<file path="config.mk">
export PLATFORM = sky130hd
export DESIGN_NAME = qgemm_clock_divgen
export DESIGN_NICKNAME = d
export VERILOG_FILES = /design/src/rtl/qgemm_clock_pkg.sv /design/src/rtl/qgemm_clock_divgen_ch.sv /design/src/rtl/qgemm_clock_divgen.sv
export SDC_FILE = /design/constraint.sdc
export NUM_CORES = 1
export LEC_CHECK = 0
export CAP_MARGIN = 20
export CORE_AREA = 2 2 106 108
export DETAILED_ROUTE_END_ITERATION = 7
export DIE_AREA = 0 0 108 110
export GPL_ROUTABILITY_DRIVEN = 0
export PLACE_DENSITY = 0.89
export SLEW_MARGIN = 0
export SYNTH_ARGS = -nofsm -noshare
export SYNTH_HDL_FRONTEND = slang
export SYNTH_SLANG_ARGS = --single-unit
</file>
<file path="constraint.sdc">
create_clock -name clk -period 7 [get_ports clk]
set_input_delay 1.4 -clock clk [delete_from_list [all_inputs] [get_ports clk]]
set_output_delay 1.4 -clock clk [all_outputs]
set_load 0.02 [all_outputs]
</file>
<file path="src/rtl/qgemm_clock_pkg.sv">
// rtl/qgemm_clock_pkg.sv - shared constants and helpers for the clock divider/reset sequencer
package qgemm_clock_pkg;

    localparam int DEF_LOCK_CYCLES = 16;
    localparam int DEF_RST_STAGES  = 2;

    // Channel-select width: at least one bit even for a single channel.
    function automatic int ch_width(input int num_ch);
        return (num_ch <= 1) ? 1 : $clog2(num_ch);
    endfunction

endpackage

</file>
<file path="src/rtl/qgemm_clock_divgen_ch.sv">
// rtl/qgemm_clock_divgen_ch.sv - one divided-clock channel with glitch-free re-division and reset release
//
// Ports:
//   clk, rstnn     reference clock, asynchronous active-low reset
//   locked         lock indicator from the top level
//   relock         soft relock pulse (highest priority)
//   cfg_wr         accepted config write for this channel
//   cfg_div        divisor carried by the write
//   clk_div        registered divided clock (period 2*div)
//   tick           half-period strobe, combinational from registers
//   rstnn_ch       channel reset, released after RST_STAGES ticks
//   pending        a divisor change is waiting for the period end
//   div            active divisor
module qgemm_clock_divgen_ch
    import qgemm_clock_pkg::*;
#(
    parameter int DIV_W      = 8,
    parameter int RESET_DIV  = 1,
    parameter int RST_STAGES = DEF_RST_STAGES
) (
    input  logic             clk,
    input  logic             rstnn,
    input  logic             locked,
    input  logic             relock,
    input  logic             cfg_wr,
    input  logic [DIV_W-1:0] cfg_div,
    output logic             clk_div,
    output logic             tick,
    output logic             rstnn_ch,
    output logic             pending,
    output logic [DIV_W-1:0] div
);

    localparam int REL_W = $clog2(RST_STAGES + 1);
    localparam logic [REL_W-1:0] REL_LAST = REL_W'(RST_STAGES - 1);

    logic [DIV_W-1:0] div_q, div_d;
    logic [DIV_W-1:0] pend_div_q, pend_div_d;
    logic             pending_q, pending_d;
    logic [DIV_W-1:0] cnt_q, cnt_d;
    logic             clk_div_q, clk_div_d;
    logic [REL_W-1:0] rel_cnt_q, rel_cnt_d;
    logic             rstnn_ch_q, rstnn_ch_d;

    logic running;
    logic tick_w;
    logic stopped;

    assign running = locked && (div_q != '0);
    assign tick_w  = running && (cnt_q == div_q - DIV_W'(1));
    // Safe to change the divisor right away: nothing is running, or we are
    // at the very first cycle of a low phase.
    assign stopped = !locked || (div_q == '0) || (!clk_div_q && (cnt_q == '0));

    always_comb begin
        div_d      = div_q;
        pend_div_d = pend_div_q;
        pending_d  = pending_q;
        cnt_d      = cnt_q;
        clk_div_d  = clk_div_q;
        rel_cnt_d  = rel_cnt_q;
        rstnn_ch_d = rstnn_ch_q;

        if (relock) begin
            cnt_d      = '0;
            clk_div_d  = 1'b0;
            rel_cnt_d  = '0;
            rstnn_ch_d = 1'b0;
            pending_d  = 1'b0;
            if (cfg_wr) begin
                div_d = cfg_div;
            end else if (pending_q) begin
                div_d = pend_div_q;
            end
        end else begin
            if (running) begin
                if (tick_w) begin
                    cnt_d = '0;
                    // A pending divisor only lands at the end of a high phase,
                    // so neither phase is ever shortened.
                    if (clk_div_q && pending_q) begin
                        clk_div_d = 1'b0;
                        div_d     = pend_div_q;
                        pending_d = 1'b0;
                    end else begin
                        clk_div_d = !clk_div_q;
                    end
                    if (!rstnn_ch_q) begin
                        if (rel_cnt_q == REL_LAST) begin
                            rstnn_ch_d = 1'b1;
                        end else begin
                            rel_cnt_d = rel_cnt_q + REL_W'(1);
                        end
                    end
                end else begin
                    cnt_d = cnt_q + DIV_W'(1);
                end
            end else if (div_q == '0) begin
                cnt_d     = '0;
                clk_div_d = 1'b0;
            end

            if (cfg_wr) begin
                if (stopped) begin
                    div_d = cfg_div;
                end else begin
                    pend_div_d = cfg_div;
                    pending_d  = 1'b1;
                end
            end
        end
    end

    always_ff @(posedge clk or negedge rstnn) begin
        if (!rstnn) begin
            div_q      <= DIV_W'(RESET_DIV);
            pend_div_q <= '0;
            pending_q  <= 1'b0;
            cnt_q      <= '0;
            clk_div_q  <= 1'b0;
            rel_cnt_q  <= '0;
            rstnn_ch_q <= 1'b0;
        end else begin
            div_q      <= div_d;
            pend_div_q <= pend_div_d;
            pending_q  <= pending_d;
            cnt_q      <= cnt_d;
            clk_div_q  <= clk_div_d;
            rel_cnt_q  <= rel_cnt_d;
            rstnn_ch_q <= rstnn_ch_d;
        end
    end

    assign clk_div  = clk_div_q;
    assign tick     = tick_w;
    assign rstnn_ch = rstnn_ch_q;
    assign pending  = pending_q;
    assign div      = div_q;

endmodule

</file>
<file path="src/rtl/qgemm_clock_divgen.sv">
// rtl/qgemm_clock_divgen.sv - multi-channel clock divider with lock model and reset sequencer
//
// Ports:
//   clk, rstnn     reference clock, asynchronous active-low reset
//   soft_relock    pulse restarting the lock sequence
//   cfg_valid/ready, cfg_ch, cfg_div   runtime divisor update handshake
//   locked         lock indicator
//   clk_div        divided clocks, one per channel
//   clk_tick       half-period strobes
//   rstnn_ch       per-channel active-low resets
//   cur_div        active divisors, flat, channel 0 in the LSBs
module qgemm_clock_divgen
    import qgemm_clock_pkg::*;
#(
    parameter int NUM_CH      = 3,
    parameter int DIV_W       = 8,
    parameter int RESET_DIV   = 1,
    parameter int LOCK_CYCLES = DEF_LOCK_CYCLES,
    parameter int RST_STAGES  = DEF_RST_STAGES,
    localparam int CH_W       = ch_width(NUM_CH)
) (
    input  logic                    clk,
    input  logic                    rstnn,
    input  logic                    soft_relock,
    input  logic                    cfg_valid,
    output logic                    cfg_ready,
    input  logic [CH_W-1:0]         cfg_ch,
    input  logic [DIV_W-1:0]        cfg_div,
    output logic                    locked,
    output logic [NUM_CH-1:0]       clk_div,
    output logic [NUM_CH-1:0]       clk_tick,
    output logic [NUM_CH-1:0]       rstnn_ch,
    output logic [NUM_CH*DIV_W-1:0] cur_div
);

    localparam int LC_W = $clog2(LOCK_CYCLES);
    localparam logic [LC_W-1:0] LOCK_LAST = LC_W'(LOCK_CYCLES - 1);

    logic [LC_W-1:0]   lock_cnt_q, lock_cnt_d;
    logic              locked_q, locked_d;
    logic [NUM_CH-1:0] pending;
    logic [NUM_CH-1:0] ch_wr;

    always_comb begin
        lock_cnt_d = lock_cnt_q;
        locked_d   = locked_q;
        if (soft_relock) begin
            lock_cnt_d = '0;
            locked_d   = 1'b0;
        end else if (!locked_q) begin
            if (lock_cnt_q == LOCK_LAST) begin
                locked_d = 1'b1;
            end else begin
                lock_cnt_d = lock_cnt_q + LC_W'(1);
            end
        end
    end

    always_ff @(posedge clk or negedge rstnn) begin
        if (!rstnn) begin
            lock_cnt_q <= '0;
            locked_q   <= 1'b0;
        end else begin
            lock_cnt_q <= lock_cnt_d;
            locked_q   <= locked_d;
        end
    end

    // Out-of-range channel selects are always accepted and then dropped.
    always_comb begin
        cfg_ready = 1'b1;
        for (int i = 0; i < NUM_CH; i++) begin
            if (cfg_ch == CH_W'(i)) begin
                cfg_ready = !pending[i];
            end
        end
    end

    for (genvar g = 0; g < NUM_CH; g++) begin : g_ch
        assign ch_wr[g] = cfg_valid && cfg_ready && (cfg_ch == CH_W'(g));

        qgemm_clock_divgen_ch #(
            .DIV_W      (DIV_W),
            .RESET_DIV  (RESET_DIV),
            .RST_STAGES (RST_STAGES)
        ) u_ch (
            .clk      (clk),
            .rstnn    (rstnn),
            .locked   (locked_q),
            .relock   (soft_relock),
            .cfg_wr   (ch_wr[g]),
            .cfg_div  (cfg_div),
            .clk_div  (clk_div[g]),
            .tick     (clk_tick[g]),
            .rstnn_ch (rstnn_ch[g]),
            .pending  (pending[g]),
            .div      (cur_div[g*DIV_W +: DIV_W])
        );
    end

    assign locked = locked_q;

endmodule

</file>
==> flow_summary.json, run 1 <==
{
  "nFillCells": 849,
  "synth_edf_count": 0,
  "drcViolationCount": 0,
  "cts.htree.levels": 3,
  "min_period_over_period": 0.7249,
  "cts_root_buf": "clkbuf_8",
  "rows": 38,
  "hpwl_um": 11310,
  "utilization": 0.6476,
  "cts_hold_buffers": 0,
  "yosys.area.top_type_share": 0.3531,
  "start_kind": "flip-flop",
  "drt_iter0_drc": 515,
  "num_io_pins": 49,
  "fin_setup_tns_ns": 0,
  "clockBufferDepth": 2,
  "final_cells": 858,
  "final-hold-violation-count": 0,
  "clk_pin_slew_worst_paths_ns": 0.09,
  "yosysSeqAreaShare": 0.3656,
  "synthArstFlopShare": 1.000,
  "avgSynthCellArea_sq_um": 8.871,
  "rsz0062_at_grt": "no",
  "syn_area_sq_mm": 0.006307,
  "maxCapViolCount": 0,
  "diodes": 0,
  "cts_tree": "yes",
  "clk_latency_ns": 0.37,
  "cp-end-kind": "output port",
  "via_per_inst": 6.631,
  "worstPathRequired_ns": 5.60,
  "path_class": "flip-flop to output port",
  "min_to": "g_ch[0].u_ch.rstnn_ch",
  "holdWs_ns": 0.5275,
  "drt-total-wl_um": 16180,
  "crit_path_max_incr_delay_ns": 0.72,
  "dp_slack_ns": 2.378,
  "setup_viol": 0,
  "multi_input_area_sq_mm": 0.003621,
  "synth.most_common_cell": "dfrtp_1",
  "synth_nets": 741,
  "switching_power_mw": 0.4474,
  "max_slew_margin": 0.3681,
  "internal-power_mw": 0.8961,
  "wl_per_cell_um": 18.85,
  "grt_usage": 0.2788,
  "pwr-share-seq": 0.474,
  "synth_ff_type": "dfrtp_1",
  "hp-start": "g_ch[0].u_ch.rstnn_ch",
  "core_area_sq_mm": 0.01070,
  "fin_crit_ns": 5.074,
  "clkSinkCount": 92,
  "cp_cell_sequence": "or3_1 > or4_1 > a2111oi_2 > and3_1 > clkdlybuf4s50_1",
  "grt_pass1_wl_um": 26560,
  "max_freq_mhz": 197.1,
  "grt_max_degree": 67,
  "post_cts_buffers": 0,
  "regArea_sq_mm": 0.002306,
  "numPortBuffers": 48,
  "vias": 5689,
  "worst_pin_slew_ns": 0.9478,
  "skew_ns": 0.01394,
  "reg2regPathDepth": 6,
  "swShare": 0.3330,
  "dp_cells": 841,
  "synth_common_cells": "89 x dfrtp_1, 58 x nand2_1, 48 x nor2_1",
  "layout_setup_ws_ns": 1.926,
  "nets": 743,
  "die_w_um": 108,
  "status": "complete, no violations",
  "leakage_nw": 2.771,
  "peakVddDrop_mv": 0.1370,
  "combPwrFrac": 0.253,
  "die_h_um": 110,
  "p_clk_frac": 0.273,
  "area_growth_pct": 9.839,
  "gr-total-overflow": 0,
  "hold_depth": 1,
  "yosysWarnings": 0,
  "grt_pass1_vias": 5513,
  "reg2reg_to": "g_ch[2].u_ch.pending",
  "drv_slew": 0,
  "synth.area.top_cells": "dfrtp_1 35%, mux2_2 5.4%, nand2_1 3.5%, ha_1 3.2%, xnor2_1 3.1%",
  "postRouteAntennaNets": 0,
  "ys_ff_latch": 92,
  "initial_utilization": 0.5896,
  "ctsResizeCount": 0,
  "drive_gt1_frac": 0.1142,
  "dieArea_sq_mm": 0.01188,
  "regToRegSetupSlack_ns": 3.93,
  "power_density_mw_per_mm2": 193.9,
  "cts_buffers": 9,
  "worst_path_max_delay_cell": "clkdlybuf4s50_1",
  "drt-pass1-iter-count": 5,
  "r2r-start": "g_ch[2].u_ch.div[2]",
  "cp_data_arrival_time_ns": 3.67,
  "grt_antenna_before_repair": 0,
  "syn-instance-count": 711,
  "synth_cell_types": 67,
  "yosys.area.top_type": "dfrtp_1",
  "worst-path-max-fanout": 15,
  "hold_path.class": "flip-flop to flip-flop"
}
==> worst max path at each step <==
stage | start | endpoint | cells after the start
6_report | g_ch[2].u_ch.div[2] | clk_tick[2] | 5
4_1_cts | g_ch[2].u_ch.div[2] | clk_tick[2] | 5
5_1_grt | g_ch[2].u_ch.div[2] | clk_tick[2] | 5
2_1_floorplan | g_ch[2].u_ch.div[2] | clk_tick[2] | 7
3_3_place_gp | g_ch[2].u_ch.div[2] | clk_tick[2] | 5
3_5_place_dp | g_ch[2].u_ch.div[2] | clk_tick[2] | 5
==> final cells by class <==
cell class / count / area share
Multi-Input combinational cell: 529 / 0.5227
Tap cell: 140 / 0.02528
Timing Repair Buffer: 55 / 0.07621
Inverter: 26 / 0.01409
Sequential cell: 92 / 0.3329
Clock buffer: 10 / 0.01987
Clock inverter: 6 / 0.009030
==> cells by family (layout without fill, tap and decap cells) <==
| logic type | Yosys count | after routing | synth area share |
|---|---|---|---|
| flip-flops | 92 | 92 | 0.3656 |
| AND/OR/NAND/NOR | 251 | 251 | 0.2053 |
| AO/OA/AOI/OAI | 192 | 192 | 0.2222 |
| buffers and inverters | 90 | 97 | 0.06169 |
| multiplexers | 37 | 37 | 0.06546 |
| adder cells (fa/ha/maj) | 16 | 16 | 0.03174 |
| XOR/XNOR | 33 | 33 | 0.04800 |
==> worst max-delay path: cells and delay by family, from the launching register on <==
kind            cells  cell delay [ns]
simple gates        3             1.52
buf+inv             1             0.72
compound gates      1             0.58
flops               1             0.48
==> layout by cell type (no fill, tap or decap), types with 10 or more instances in the layout <==
cell type        instances
xor2_1                  10
nand3_1                 24
ha_1                    16
o31a_1                  16
o211ai_1                12
mux2_2                  30
o22ai_1                 28
clkbuf_8                10
nor3_1                  32
o221ai_1                10
o21ai_0                 26
inv_1                   25
or3_1                   12
nand2_1                 58
a211oi_1                16
dfrtp_1                 89
xnor2_1                 22
clkdlybuf4s50_1         47
a21oi_1                 29
nor2_1                  48
nor4_1                  14
==> power groups by stage <==
stage / sequential, mW / clock [mW] / combinational (mW)
6_report: 0.637 / 0.367 / 0.340
5_1_grt: 0.644 / 0.392 / 0.368
4_1_cts: 0.635 / 0.372 / 0.339
3_5_place_dp: 0.646 / 0 / 0.336
3_3_place_gp: 0.640 / 0 / 0.323
2_1_floorplan: 0.647 / 0 / 0.202
==> state kept, by name (all words and copies together) (netlist names) <==
| register | count |
|---|---|
| g_ch.u_ch.cnt_q | 24 |
| g_ch.u_ch.div | 24 |
| g_ch.u_ch.pend_div_q | 24 |
| g_ch.u_ch.rel_cnt_q | 6 |
| lock_cnt_q | 4 |
| g_ch.u_ch.clk_div | 3 |
| g_ch.u_ch.pending | 3 |
| g_ch.u_ch.rstnn_ch | 3 |
| locked | 1 |
==> per-layer routing <==
metal | wire length, um | part of all wire | GRT usage
met5 | 0 | 0 | 0
met4 | 465 | 0.029 | 0.1218
met3 | 1063 | 0.066 | 0.04233
met2 | 7924 | 0.49 | 0.4726
met1 | 6722 | 0.42 | 0.3565
==> metrics by stage <==
stage               total power, mW  instance area, sq um
global route                  1.403                  6928
floorplan                    0.8498                  6307
finish                        1.344                  6928
global placement             0.9637                  6723
detailed placement           0.9818                  6723
CTS                           1.346                  6923
Note: power is estimated with default switching activity, not from simulation.
==> inputs of run 2 (changes only) <==
--- a/config.mk
+++ b/config.mk
@@ -6,11 +6,11 @@
 export NUM_CORES = 1
 export LEC_CHECK = 0
 export CAP_MARGIN = 20
-export CORE_AREA = 2 2 106 108
+export CORE_AREA = 2 2 112 114
 export DETAILED_ROUTE_END_ITERATION = 7
-export DIE_AREA = 0 0 108 110
+export DIE_AREA = 0 0 114 116
 export GPL_ROUTABILITY_DRIVEN = 0
-export PLACE_DENSITY = 0.89
+export PLACE_DENSITY = 0.85
 export SLEW_MARGIN = 0
 export SYNTH_ARGS = -nofsm -noshare
 export SYNTH_HDL_FRONTEND = slang
==> constraint.sdc (replaced) <==
create_clock -name clk -period 4.4 [get_ports clk]
set_input_delay 0.88 -clock clk [delete_from_list [all_inputs] [get_ports clk]]
set_output_delay 0.88 -clock clk [all_outputs]
set_load 0.02 [all_outputs]
==> run 2 against run 1 <==
  * Count of clock-buffer cells in the layout up 3
  * Register-to-register slack got worse by 2.5 ns
  * Cell count grew 0.93%
  * Global-route usage fell by 2.1 points
  * Largest cell class unchanged
==> flow_summary.json, run 2 (synthesis gave the netlist of run 1 again) <==
{
  "max_freq_mhz": 245.2,
  "power_density_mw_per_mm2": 325.0,
  "cp_data_arrival_time_ns": 3.20,
  "hold_path.class": "flip-flop to flip-flop",
  "diodes": 0,
  "dieArea_sq_mm": 0.01322,
  "drt-pass1-iter-count": 5,
  "fin_crit_ns": 4.079,
  "wl_per_cell_um": 19.12,
  "postRouteAntennaNets": 0,
  "worst-path-max-fanout": 16,
  "cp-end-kind": "output port",
  "grt_usage": 0.2580,
  "drt-total-wl_um": 16560,
  "ctsResizeCount": 0,
  "clockBufferDepth": 2,
  "drt_iter0_drc": 424,
  "maxCapViolCount": 0,
  "nets": 745,
  "min_period_over_period": 0.9270,
  "path_common_cell": "nor3_1",
  "power_mw": 2.283,
  "layout_setup_ws_ns": 0.3211,
  "num_io_pins": 49,
  "cts_tree": "yes",
  "layout_common_cells": "89 x dfrtp_1, 58 x nand2_1, 48 x nor2_1",
  "setup_viol": 0,
  "clk_pin_slew_worst_paths_ns": 0.06,
  "rows": 40,
  "area_growth_pct": 11.37,
  "drive_gt1_frac": 0.1127,
  "final_area_sq_mm": 0.007024,
  "dp_slack_ns": 0.6945,
  "gr-total-overflow": 0,
  "rsz0062_at_grt": "no",
  "cts.htree.levels": 3,
  "grt_antenna_before_repair": 0,
  "cts_hold_buffers": 0,
  "clkSinkCount": 92,
  "worstPathRequired_ns": 3.52,
  "cp_cell_sequence": "inv_1 > ha_1 > or3b_2 > nor3_1 > xnor2_1 > a211o_1 > nor3_1 > clkdlybuf4s50_1",
  "layout_commonest_cell": "dfrtp_1",
  "drv_slew": 0,
  "post_cts_buffers": 0,
  "clk_latency_ns": 0.34,
  "via_per_inst": 6.636,
  "drcViolationCount": 0,
  "numPortBuffers": 48,
  "core_area_sq_mm": 0.01191,
  "crit_path_max_incr_delay_ns": 0.64,
  "start_kind": "flip-flop",
  "status": "complete, no violations",
  "initial_utilization": 0.5295,
  "place_area_sq_mm": 0.006754,
  "cts_buffers": 9,
  "cts_root_buf": "clkbuf_16",
  "final-hold-violation-count": 0,
  "path_class": "flip-flop to output port",
  "vias": 5747,
  "worst_pin_slew_ns": 0.7805,
  "fin_setup_tns_ns": 0,
  "grt_max_degree": 62,
  "die_h_um": 116,
  "hpwl_um": 11700,
  "grt_pass1_wl_um": 27600,
  "die_w_um": 114,
  "skew_ns": 0.009317,
  "worst_path_max_delay_cell": "clkdlybuf4s50_1",
  "max_slew_margin": 0.4748,
  "grt_pass1_vias": 5522,
  "leakage_nw": 2.811,
  "peakVddDrop_mv": 0.2204
}
## run 2: changes by cell type in the layout (fill, tap and decap cells not counted)
cell	change
buf_2	-1
buf_4	+3
bufinv_16	-1
clkbuf_1	+2
clkbuf_16	+9
clkbuf_8	-8
clkinv_2	-1
clkinv_4	-1
inv_6	-1
## run 2: worst max-delay path, delay by kind of cell, from the launching register on
| family | cells | cell delay, ns |
|---|---|---|
| adder cells (fa/ha/maj) | 1 | 0.19 |
| AND/OR/NAND/NOR | 3 | 0.88 |
| XOR/XNOR | 1 | 0.12 |
| flip-flops | 1 | 0.44 |
| buffers and inverters | 2 | 0.75 |
| AO/OA/AOI/OAI | 1 | 0.48 |
## run 2: cell type report
class	count	area [sq um]
Fill cell	1000	4887
Clock buffer	13	260.3
Inverter	26	97.59
Sequential cell	92	2306
Timing Repair Buffer	57	545.5
Tap cell	147	183.9
Clock inverter	2	10.01
Multi-Input combinational cell	529	3621
## run 2: worst paths after layout
kind	start	end	slack, ns	cells after the start
setup / recovery	g_ch[1].u_ch.div[1]	clk_tick[1]	0.32	8
hold / removal	g_ch[0].u_ch.rstnn_ch	g_ch[0].u_ch.rstnn_ch	0.53	1
setup reg to reg	g_ch[1].u_ch.div[1]	g_ch[1].u_ch.cnt_q[4]	1.40	8
hold reg to reg	g_ch[0].u_ch.rstnn_ch	g_ch[0].u_ch.rstnn_ch	0.53	1
max in group asynchronous	rstnn	g_ch[1].u_ch.div[0]	2.85	2
min in group asynchronous	rstnn	g_ch[0].u_ch.cnt_q[2]	0.61	1
## run 2: stage by stage
stage,cells,util,hold slack (ns)
after detailed placement,851,0.5670,0.5168
final,866,0.5897,0.5269
after CTS,866,0.5897,0.5311
after global placement,851,0.5670,0.5127
after floorplan,711,-,0.4794
after global routing,866,0.5897,0.5399
## run 2: metal layers
layer / global-route usage / share of wire / vias to the layer above / routed length [um]
met4: 0.09350 / 0.020 / 0 / 337
met2: 0.4357 / 0.50 / 247 / 8227
li1: - / - / 2650 / -
met1: 0.3389 / 0.42 / 2814 / 6900
met5: 0 / 0 / - / 0
met3: 0.03975 / 0.066 / 36 / 1094
## run 2: where the power goes
part / internal [mW] / switching, mW / leakage [nW] / total [mW]
logic: 0.246 / 0.297 / 1.48 / 0.543
registers: 0.902 / 0.114 / 1.20 / 1.02
clock network: 0.409 / 0.314 / 0.135 / 0.724
